[src/rtl/int_iq_age_scheduler.sv]
// int_iq_age_scheduler
//   Slot/age controller for an 8-entry integer issue queue. Allocates up to two
//   free slots per cycle to dispatching instructions, tracks operand readiness,
//   keeps an exact relative age rank per entry (age = number of younger valid
//   entries) and offers the two oldest ready entries to the two issue ports.
// Ports
//   clk, rst            : clock, synchronous active-high reset (beats flush)
//   flush               : clears every entry at the next edge
//   disp_valid/src_ready: per-lane dispatch request / operands ready (lane 0 older)
//   disp_ready          : at least two free slots
//   disp_slot_0/1       : lowest / second-lowest free slot (0 when none)
//   wake_mask           : per-slot operand wakeup
//   issue_valid/slot_0  : oldest ready entry; issue_accept_0 frees it
//   issue_valid/slot_1  : second-oldest ready entry; issue_accept_1 frees it
//   occupancy           : number of valid entries
module int_iq_age_scheduler #(
  parameter int IQ_DEPTH = 8,
  parameter int SLOT_W   = 3,
  parameter int AGE_W    = 4
) (
  input  logic                clk,
  input  logic                rst,
  input  logic                flush,
  input  logic [1:0]          disp_valid,
  input  logic [1:0]          disp_src_ready,
  output logic                disp_ready,
  output logic [SLOT_W-1:0]   disp_slot_0,
  output logic [SLOT_W-1:0]   disp_slot_1,
  input  logic [IQ_DEPTH-1:0] wake_mask,
  output logic                issue_valid_0,
  output logic [SLOT_W-1:0]   issue_slot_0,
  input  logic                issue_accept_0,
  output logic                issue_valid_1,
  output logic [SLOT_W-1:0]   issue_slot_1,
  input  logic                issue_accept_1,
  output logic [AGE_W-1:0]    occupancy
);

  logic [IQ_DEPTH-1:0]            valid_q, valid_d, ready_q, ready_d;
  logic [IQ_DEPTH-1:0][AGE_W-1:0] age_q, age_d;
  logic [AGE_W-1:0]               occ_q, occ_d;

  logic                found0, found1;
  logic [IQ_DEPTH-1:0] cand, iss_mask;
  logic                iss0, iss1, acc0, acc1;
  logic [AGE_W-1:0]    n_disp, n_iss;

  assign occupancy  = occ_q;
  assign disp_ready = (AGE_W'(IQ_DEPTH) - occ_q) >= AGE_W'(2);

  // Free-slot search looks at registered valid only, so a slot freed this
  // cycle is not handed out again until the next one.
  always_comb begin
    disp_slot_0 = '0;
    disp_slot_1 = '0;
    found0      = 1'b0;
    found1      = 1'b0;
    for (int i = 0; i < IQ_DEPTH; i++) begin
      if (!valid_q[i]) begin
        if (!found0) begin
          disp_slot_0 = SLOT_W'(i);
          found0      = 1'b1;
        end else if (!found1) begin
          disp_slot_1 = SLOT_W'(i);
          found1      = 1'b1;
        end
      end
    end
  end

  // Ages are unique, so a candidate's rank among ready entries is simply the
  // number of ready entries that are older than it.
  assign cand = valid_q & ready_q;

  always_comb begin
    logic [AGE_W-1:0] nold;
    issue_valid_0 = 1'b0;
    issue_slot_0  = '0;
    issue_valid_1 = 1'b0;
    issue_slot_1  = '0;
    for (int i = 0; i < IQ_DEPTH; i++) begin
      nold = '0;
      for (int j = 0; j < IQ_DEPTH; j++)
        if (cand[j] && (age_q[j] > age_q[i])) nold = nold + 1'b1;
      if (cand[i] && nold == AGE_W'(0)) begin
        issue_valid_0 = 1'b1;
        issue_slot_0  = SLOT_W'(i);
      end
      if (cand[i] && nold == AGE_W'(1)) begin
        issue_valid_1 = 1'b1;
        issue_slot_1  = SLOT_W'(i);
      end
    end
  end

  assign iss0     = issue_valid_0 & issue_accept_0;
  assign iss1     = issue_valid_1 & issue_accept_1;
  assign iss_mask = ({IQ_DEPTH{iss0}} & (IQ_DEPTH'(1) << issue_slot_0))
                  | ({IQ_DEPTH{iss1}} & (IQ_DEPTH'(1) << issue_slot_1));
  assign acc0     = disp_valid[0] & disp_ready;
  assign acc1     = disp_valid[1] & disp_ready;
  assign n_disp   = AGE_W'(acc0) + AGE_W'(acc1);
  assign n_iss    = AGE_W'(iss0) + AGE_W'(iss1);

  always_comb begin
    logic [AGE_W-1:0] ny;
    valid_d = valid_q;
    ready_d = ready_q;
    age_d   = age_q;
    occ_d   = occ_q;
    ny      = '0;
    if (flush) begin
      valid_d = '0;
      ready_d = '0;
      age_d   = '0;
      occ_d   = '0;
    end else begin
      for (int i = 0; i < IQ_DEPTH; i++) begin
        if (valid_q[i]) begin
          if (iss_mask[i]) begin
            valid_d[i] = 1'b0;
            ready_d[i] = 1'b0;
            age_d[i]   = '0;
          end else begin
            // New dispatches are younger than every survivor; issued entries
            // that were younger than this one no longer count.
            ny = '0;
            if (iss0 && (age_q[issue_slot_0] < age_q[i])) ny = ny + 1'b1;
            if (iss1 && (age_q[issue_slot_1] < age_q[i])) ny = ny + 1'b1;
            ready_d[i] = ready_q[i] | wake_mask[i];
            age_d[i]   = age_q[i] + n_disp - ny;
          end
        end
      end
      if (acc0) begin
        valid_d[disp_slot_0] = 1'b1;
        ready_d[disp_slot_0] = disp_src_ready[0] | wake_mask[disp_slot_0];
        age_d[disp_slot_0]   = acc1 ? AGE_W'(1) : AGE_W'(0);
      end
      if (acc1) begin
        valid_d[disp_slot_1] = 1'b1;
        ready_d[disp_slot_1] = disp_src_ready[1] | wake_mask[disp_slot_1];
        age_d[disp_slot_1]   = '0;
      end
      occ_d = occ_q + n_disp - n_iss;
    end
  end

  always_ff @(posedge clk) begin
    if (rst) begin
      valid_q <= '0;
      ready_q <= '0;
      age_q   <= '0;
      occ_q   <= '0;
    end else begin
      valid_q <= valid_d;
      ready_q <= ready_d;
      age_q   <= age_d;
      occ_q   <= occ_d;
    end
  end

  // Invariant checks: ages form a permutation of 0..occupancy-1.
  logic age_err;
  always_comb begin
    age_err = 1'b0;
    for (int i = 0; i < IQ_DEPTH; i++) begin
      if (valid_q[i] && (age_q[i] >= occ_q)) age_err = 1'b1;
      for (int j = i + 1; j < IQ_DEPTH; j++)
        if (valid_q[i] && valid_q[j] && (age_q[i] == age_q[j])) age_err = 1'b1;
    end
  end

  a_age_unique: assert property (@(posedge clk) disable iff (rst) !age_err);
  a_occ_count:  assert property (@(posedge clk) disable iff (rst)
                                 occ_q == AGE_W'($countones(valid_q)));
  a_lane_order: assert property (@(posedge clk) disable iff (rst) disp_valid != 2'b10);
  a_disp_full:  assert property (@(posedge clk) disable iff (rst)
                                 (disp_valid != 2'b00) |-> disp_ready);

endmodule

[config.mk]
export PLATFORM = sky130hd
export DESIGN_NAME = int_iq_age_scheduler
export DESIGN_NICKNAME = d
export VERILOG_FILES = /design/src/rtl/int_iq_age_scheduler.sv
export SDC_FILE = /design/constraint.sdc
export NUM_CORES = 1
export LEC_CHECK = 0
export ABC_AREA = 1
export CELL_PAD_IN_SITES_DETAIL_PLACEMENT = 0
export CELL_PAD_IN_SITES_GLOBAL_PLACEMENT = 2
export CORE_UTILIZATION = 35
export DETAILED_ROUTE_END_ITERATION = 8
export HOLD_SLACK_MARGIN = 0.05
export PLACE_DENSITY_LB_ADDON = 0.12
export SKIP_LAST_GASP = 1
export SLEW_MARGIN = 20
export SYNTH_ARGS = -nofsm -noshare
export SYNTH_HDL_FRONTEND = slang
export SYNTH_SLANG_ARGS = --single-unit
[constraint.sdc]
create_clock -name clk -period 9.3 [get_ports clk]
set_clock_uncertainty 0.15 [all_clocks]
set_input_delay 1.86 -clock clk [delete_from_list [all_inputs] [get_ports clk]]
set_output_delay 1.86 -clock clk [all_outputs]
set_load 0.005 [all_outputs]
## After elaboration in Yosys (flattened, before gate mapping)

Cells that the tools add are included.

- Register bits after elaboration: 52
- Input bits: 17
- Output and inout bits: 19
- Word-level logic and storage cells: 633

- Add/subtract/negate cells: 85
- $lt $le $gt $ge: 87
- Equality and inequality tests: 8
- Shift operators: 2
- Multiplexer cells: 311
- Bitwise gates (word level): 22
- Reduce and logical (&&, ||, !) cells: 107

Operators by type and width:

| kind | count |
|---|---|
| $mux W4 | 140 |
| $add A4 B1 Y4 const B | 64 |
| $gt A4 B4 Y1 | 64 |
| $mux W3 | 42 |
| $mux W1 | 109 |
| $logic_and A1 B1 Y1 | 98 |
| $mux W32 | 3 |
| $lt A4 B4 Y1 | 16 |
| $mux W8 | 6 |
| $add A4 B2 Y4 | 9 |
| $and A32 B32 Y32 | 1 |
| $bwmux W32 | 1 |
| $eq A4 B1 Y1 const B | 8 |
| $logic_not A4 Y1 | 8 |
| $not A32 Y32 | 1 |
| $sub A4 B4 Y4 | 8 |
| $and A8 B8 Y8 | 3 |
| $bmux W4 S3 | 2 |
| $demux W4 S3 | 2 |
| $or A8 B8 Y8 | 3 |
| $bwmux W8 | 2 |
| $lt A3 B4 Y1 const B | 4 |
| $shl A1 B3 Y8 const A | 2 |
| $or A1 B1 Y1 | 10 |
| other kinds (9) | 16 |

## Longest topological paths before layout

- Depth in word-level cells: 48
- Depth in mapped cells: 56
- Gate-level depth less buffers: 56

## Worst setup path after synthesis

No wires, ideal clock.

- Path type: reg-to-reg
- Start point: reg age_q[5] in the netlist's numbering
- End point: reg age_q[30] in the netlist's numbering
- Setup time: 117 ps
- Arrival time: 7803 ps
- Data required time: 9033 ps
- Setup slack: 1230 ps
- Cell stages (with the launch flop): 54
- Buffers on the path: 0
- Clock period less this slack: 8070 ps
- Path through: dfxtp_1 -> inv_1 -> ha_1 -> inv_1 -> nor2_1 -> o211ai_1 -> nand2_1 -> nand3_1 -> inv_1 -> ha_1 -> inv_1 -> nand2_1 -> nand2_1 -> inv_1 -> ha_1 -> or2_2 -> and2_1 -> ha_1 -> [... 18 more ...] -> nand2_2 -> nand2_4 -> nor2_4 -> inv_1 -> o21ai_0 -> o32ai_1 -> ha_1 -> nand2_1 -> inv_1 -> a21oi_1 -> ha_1 -> ha_1 -> inv_1 -> ha_1 -> fa_1 -> xor2_1 -> a22oi_1 -> nor2_1

- Cells in the longest elaborated chain, start to end: 48

RTL lines:

| item | line | text |
|---|---|---|
| start: declaration | 40 | `logic [IQ_DEPTH-1:0][AGE_W-1:0] age_q, age_d;` |
| start signal: assignment | 158 | `age_q <= age_d;` |
| $gt A4 B4 Y1 | 84 | `if (cand[j] && (age_q[j] > age_q[i])) nold = nold + 1'b1;` |
| $logic_and A1 B1 Y1 | 84 |  |
| $mux W1 | 84 |  |
| $add A4 B1 Y4 | 84 |  |
| $mux W4 | 84 |  |
| $add A4 B1 Y4 | 84 |  |
| $mux W4 | 84 |  |
| $add A4 B1 Y4 | 84 |  |
| [... 18 more ...] | n/a |  |
| named net issue_slot_0[0] | 31 | `output logic [SLOT_W-1:0] issue_slot_0,` |
| [... 14 more ...] | n/a |  |
| $mux W4 (*) | 120 | `if (iss_mask[i]) begin` |
| $mux W4 (*) | 119 | `if (valid_q[i]) begin` |
| $mux W4 (*) | 112 | `if (flush) begin` |
| $bwmux W32 | 138 | `age_d[disp_slot_0] = acc1 ? AGE_W'(1) : AGE_W'(0);` |
| $mux W32 (*) | 135 | `if (acc0) begin` |
| $mux W32 (*) | 112 |  |
| $and A32 B32 Y32 (no line) | n/a |  |
| $mux W32 (*) | 140 | `if (acc1) begin` |

The timed path passes the listed nets; every way through them passes the cells marked *. The select of a mux whose other input is x is not followed.
A chain may end at the register's enable or synchronous reset.

## Worst setup path after layout

- Start point: reg age_q[27] in the netlist's numbering
- End point: reg age_q[26] in the netlist's numbering

- Cells in the longest elaborated chain, start to end: 43

RTL lines:

| item | line |
|---|---|
| $gt A4 B4 Y1 | 84 |
| $logic_and A1 B1 Y1 | 84 |
| $mux W1 | 84 |
| $add A4 B1 Y4 | 84 |
| $mux W4 | 84 |
| $add A4 B1 Y4 | 84 |
| $mux W4 | 84 |
| $add A4 B1 Y4 | 84 |
| [... 27 more ...] | n/a |
| $mux W4 (*) | 120 |
| $mux W4 (*) | 119 |
| $mux W4 (*) | 112 |
| $bwmux W32 | 138 |
| $mux W32 (*) | 135 |
| $mux W32 (*) | 112 |
| $and A32 B32 Y32 (no line) | n/a |
| $mux W32 (*) | 140 |

Every way passes the cells marked *; elsewhere a longest branch is shown, timed or not. The select of a mux whose other input is x is not followed.

==> flow_summary.json <==
{
  "holdBufCountCts": 0,
  "gp_congestion": 0.953,
  "crit_family": "adder cells",
  "grt_antenna_before_repair": 0,
  "rsz0062_at_grt": "true",
  "worst_slew_pin_slew_ps": 944,
  "p_total_mw": 1.08,
  "leakagePower_nw": 7.60,
  "critPathRequiredTime_ps": 9350,
  "avgViaCountPerCell": 5.05,
  "root_buffer": "clkbuf_16",
  "ys_top_cells_by_count": "573 x nand2_1, 351 x inv_1, 259 x ha_1",
  "synth_top_cell_area_share_pct": 26.0,
  "worstSkewPairLatency_ps": 310,
  "yosysUniqueCellTypes": 55,
  "ys_ff_latch": 52,
  "core_region_area_um2": 34800,
  "ctsHtreeMaxLevel": 2,
  "final_net_count": 2437,
  "final-max-slew-violation-count": 0,
  "grt_max_degree": 23,
  "portBuffers": 35,
  "drtPass1Iterations": 5,
  "synth-edff-count": 0,
  "fin_setup_tns_ps": 0,
  "dp_hpwl_mm": 38.7,
  "status": "finished clean",
  "critPathLaunchType": "register",
  "critPathMaxStageDelay_ps": 430,
  "seqCellArea_um2": 1040,
  "worstPathArrival_ps": 8900,
  "die_y_um": 191,
  "crit_type": "register to register",
  "synth_area_leaders": "ha_1 26%, nand2_1 17%, inv_1 11%",
  "synth.most_common_cell": "nand2_1",
  "n_fill_cell": 3794,
  "fmax_ghz": 0.113,
  "drtAntennaViolNets": 0,
  "drt_wl_total_mm": 45.6,
  "avgSynthCellArea_um2": 6.12,
  "clkTransAtPathRegs_ps": 80,
  "area_delta_synth_final_pct": 13.2,
  "synth_area_um2": 12400,
  "cts_tree": "yes",
  "drtIter0Drc": 919,
  "grt_usage_pct": 25.4,
  "synth_area_leader_cell": "ha_1",
  "cts_sinks": 52,
  "rows": 68,
  "start_util_pct": 35.8,
  "grt_overflow": 0,
  "synth_top_flop_cell": "dfxtp_1",
  "cts_buffers": 5,
  "period_needed_ps": 8840,
  "holdWs_ps": 375,
  "antenna_cells": 0,
  "yosysSeqAreaShare_pct": 8.36,
  "syn_inst": 2033,
  "drive_gt1_share_pct": 8.59,
  "grt_pass1_wl_mm": 70.1,
  "grt_pass1_vias": 12200,
  "worst_setup_path_end_kind": "register",
  "syn_nets": 2328,
  "yosys_warnings": 0,
  "synth-async-reset-ratio_pct": 0,
  "drcViolationCount": 0,
  "path_buf_inv": 11,
  "die-area_um2": 36300,
  "hold_class": "register to register",
  "multiInputGateArea_um2": 9990,
  "relSlewSlack_pct": 37.0,
  "max-cap-violations": 0,
  "ios": 36,
  "critPathMaxFanout": 7,
  "final-hold-violation-count": 0,
  "vias": 13100,
  "post-route-period-util_pct": 95.1,
  "crit_slowest_cell": "dfxtp_2",
  "wire_per_inst_um": 17.5,
  "die_w_um": 191,
  "setup_violations": 0,
  "power.density_nw_per_um2": 76.4,
  "ff2ff_setup_slack_ps": 460,
  "cts_buffer_depth": 2,
  "peakVddDrop_uv": 84.5,
  "fin_util_pct": 40.5
}
[area by class of cell]
class	count	share of cell area [%]
Sequential cell	52	7.41
Tap cell	455	4.04
Clock buffer	6	0.915
Inverter	377	10.1
Timing Repair Buffer	108	6.38
Clock inverter	2	0.275
Multi-Input combinational cell	1598	70.9
[final timing paths]
path | from | endpoint | cells after the start
setup / recovery | age_q[27]$_SDFF_PP0_ | age_q[26]$_SDFF_PP0_ | 50
setup reg to reg | age_q[27]$_SDFF_PP0_ | age_q[26]$_SDFF_PP0_ | 50
hold / removal | age_q[5]$_SDFF_PP0_ | age_q[5]$_SDFF_PP0_ | 2
hold reg to reg | age_q[5]$_SDFF_PP0_ | age_q[5]$_SDFF_PP0_ | 2
[cells in the final DEF, fill, tap and decap left out, drive strengths merged, types with 35 or more instances in the layout]
cell type / n
a21oi: 143
o21ai: 68
dfxtp: 52
buf: 73
inv: 370
nand2: 597
nand3: 154
nor2: 184
clkdlybuf4s50: 35
ha: 259
[power by group]
| group | total, mW | internal (mW) | switching (mW) |
|---|---|---|---|
| sequential | 0.248 | 0.233 | 0.0145 |
| clock | 0.230 | 0.129 | 0.101 |
| combinational | 0.598 | 0.237 | 0.361 |
| total | 1.08 | 0.599 | 0.477 |
[flip-flops by register name, summed over array words and instances, names as in the netlist]
name,cells
age_q,32
occupancy,4
ready_q,8
valid_q,8
[cell families (layout without fill, tap and decap cells)]
group                      Yosys count  in the layout  share of synthesized area [%]
AOI/OAI and AO/OA                  289            289                           13.7
xor gates and xnor gates            29             29                           2.04
adders and majority gates          278            278                           29.1
DFF                                 52             52                           8.36
and+or+nand+nor                   1002           1002                           35.1
buffers and inverters              383            493                           11.6
[tightest hold or removal path, delay by kind of cell (launching register included)]
family	cells	cell delay, ps
AOI/OAI and AO/OA	1	70
DFF	1	360
and+or+nand+nor	1	70
[what timing repair did]
| action | 4_1_cts | 5_1_grt |
|---|---|---|
| setup buffers | 0 | 9 |
| setup endpoints to repair | 0 | 25 |
| resized for setup | 0 | 11 |
[metrics by stage]
stage          worst slack, ps  cells  cell area [µm²]
3_3_place_gp               130   2581            13800
3_5_place_dp               131   2581            13800
2_1_floorplan             1230   2033            12400
6_report                   458   2598            14100
5_1_grt                  -19.3   2598            14100
4_1_cts                    112   2589            14000
[routing by layer]
metal  up-vias  track usage, %  wire [µm]
li1       6845               -          -
met1      5925            34.4      22300
met2       290            43.0      20500
met5         -               0          0
met4         0            6.98       1180
met3        51            1.80       1530
(Power assumes the default switching activity.)
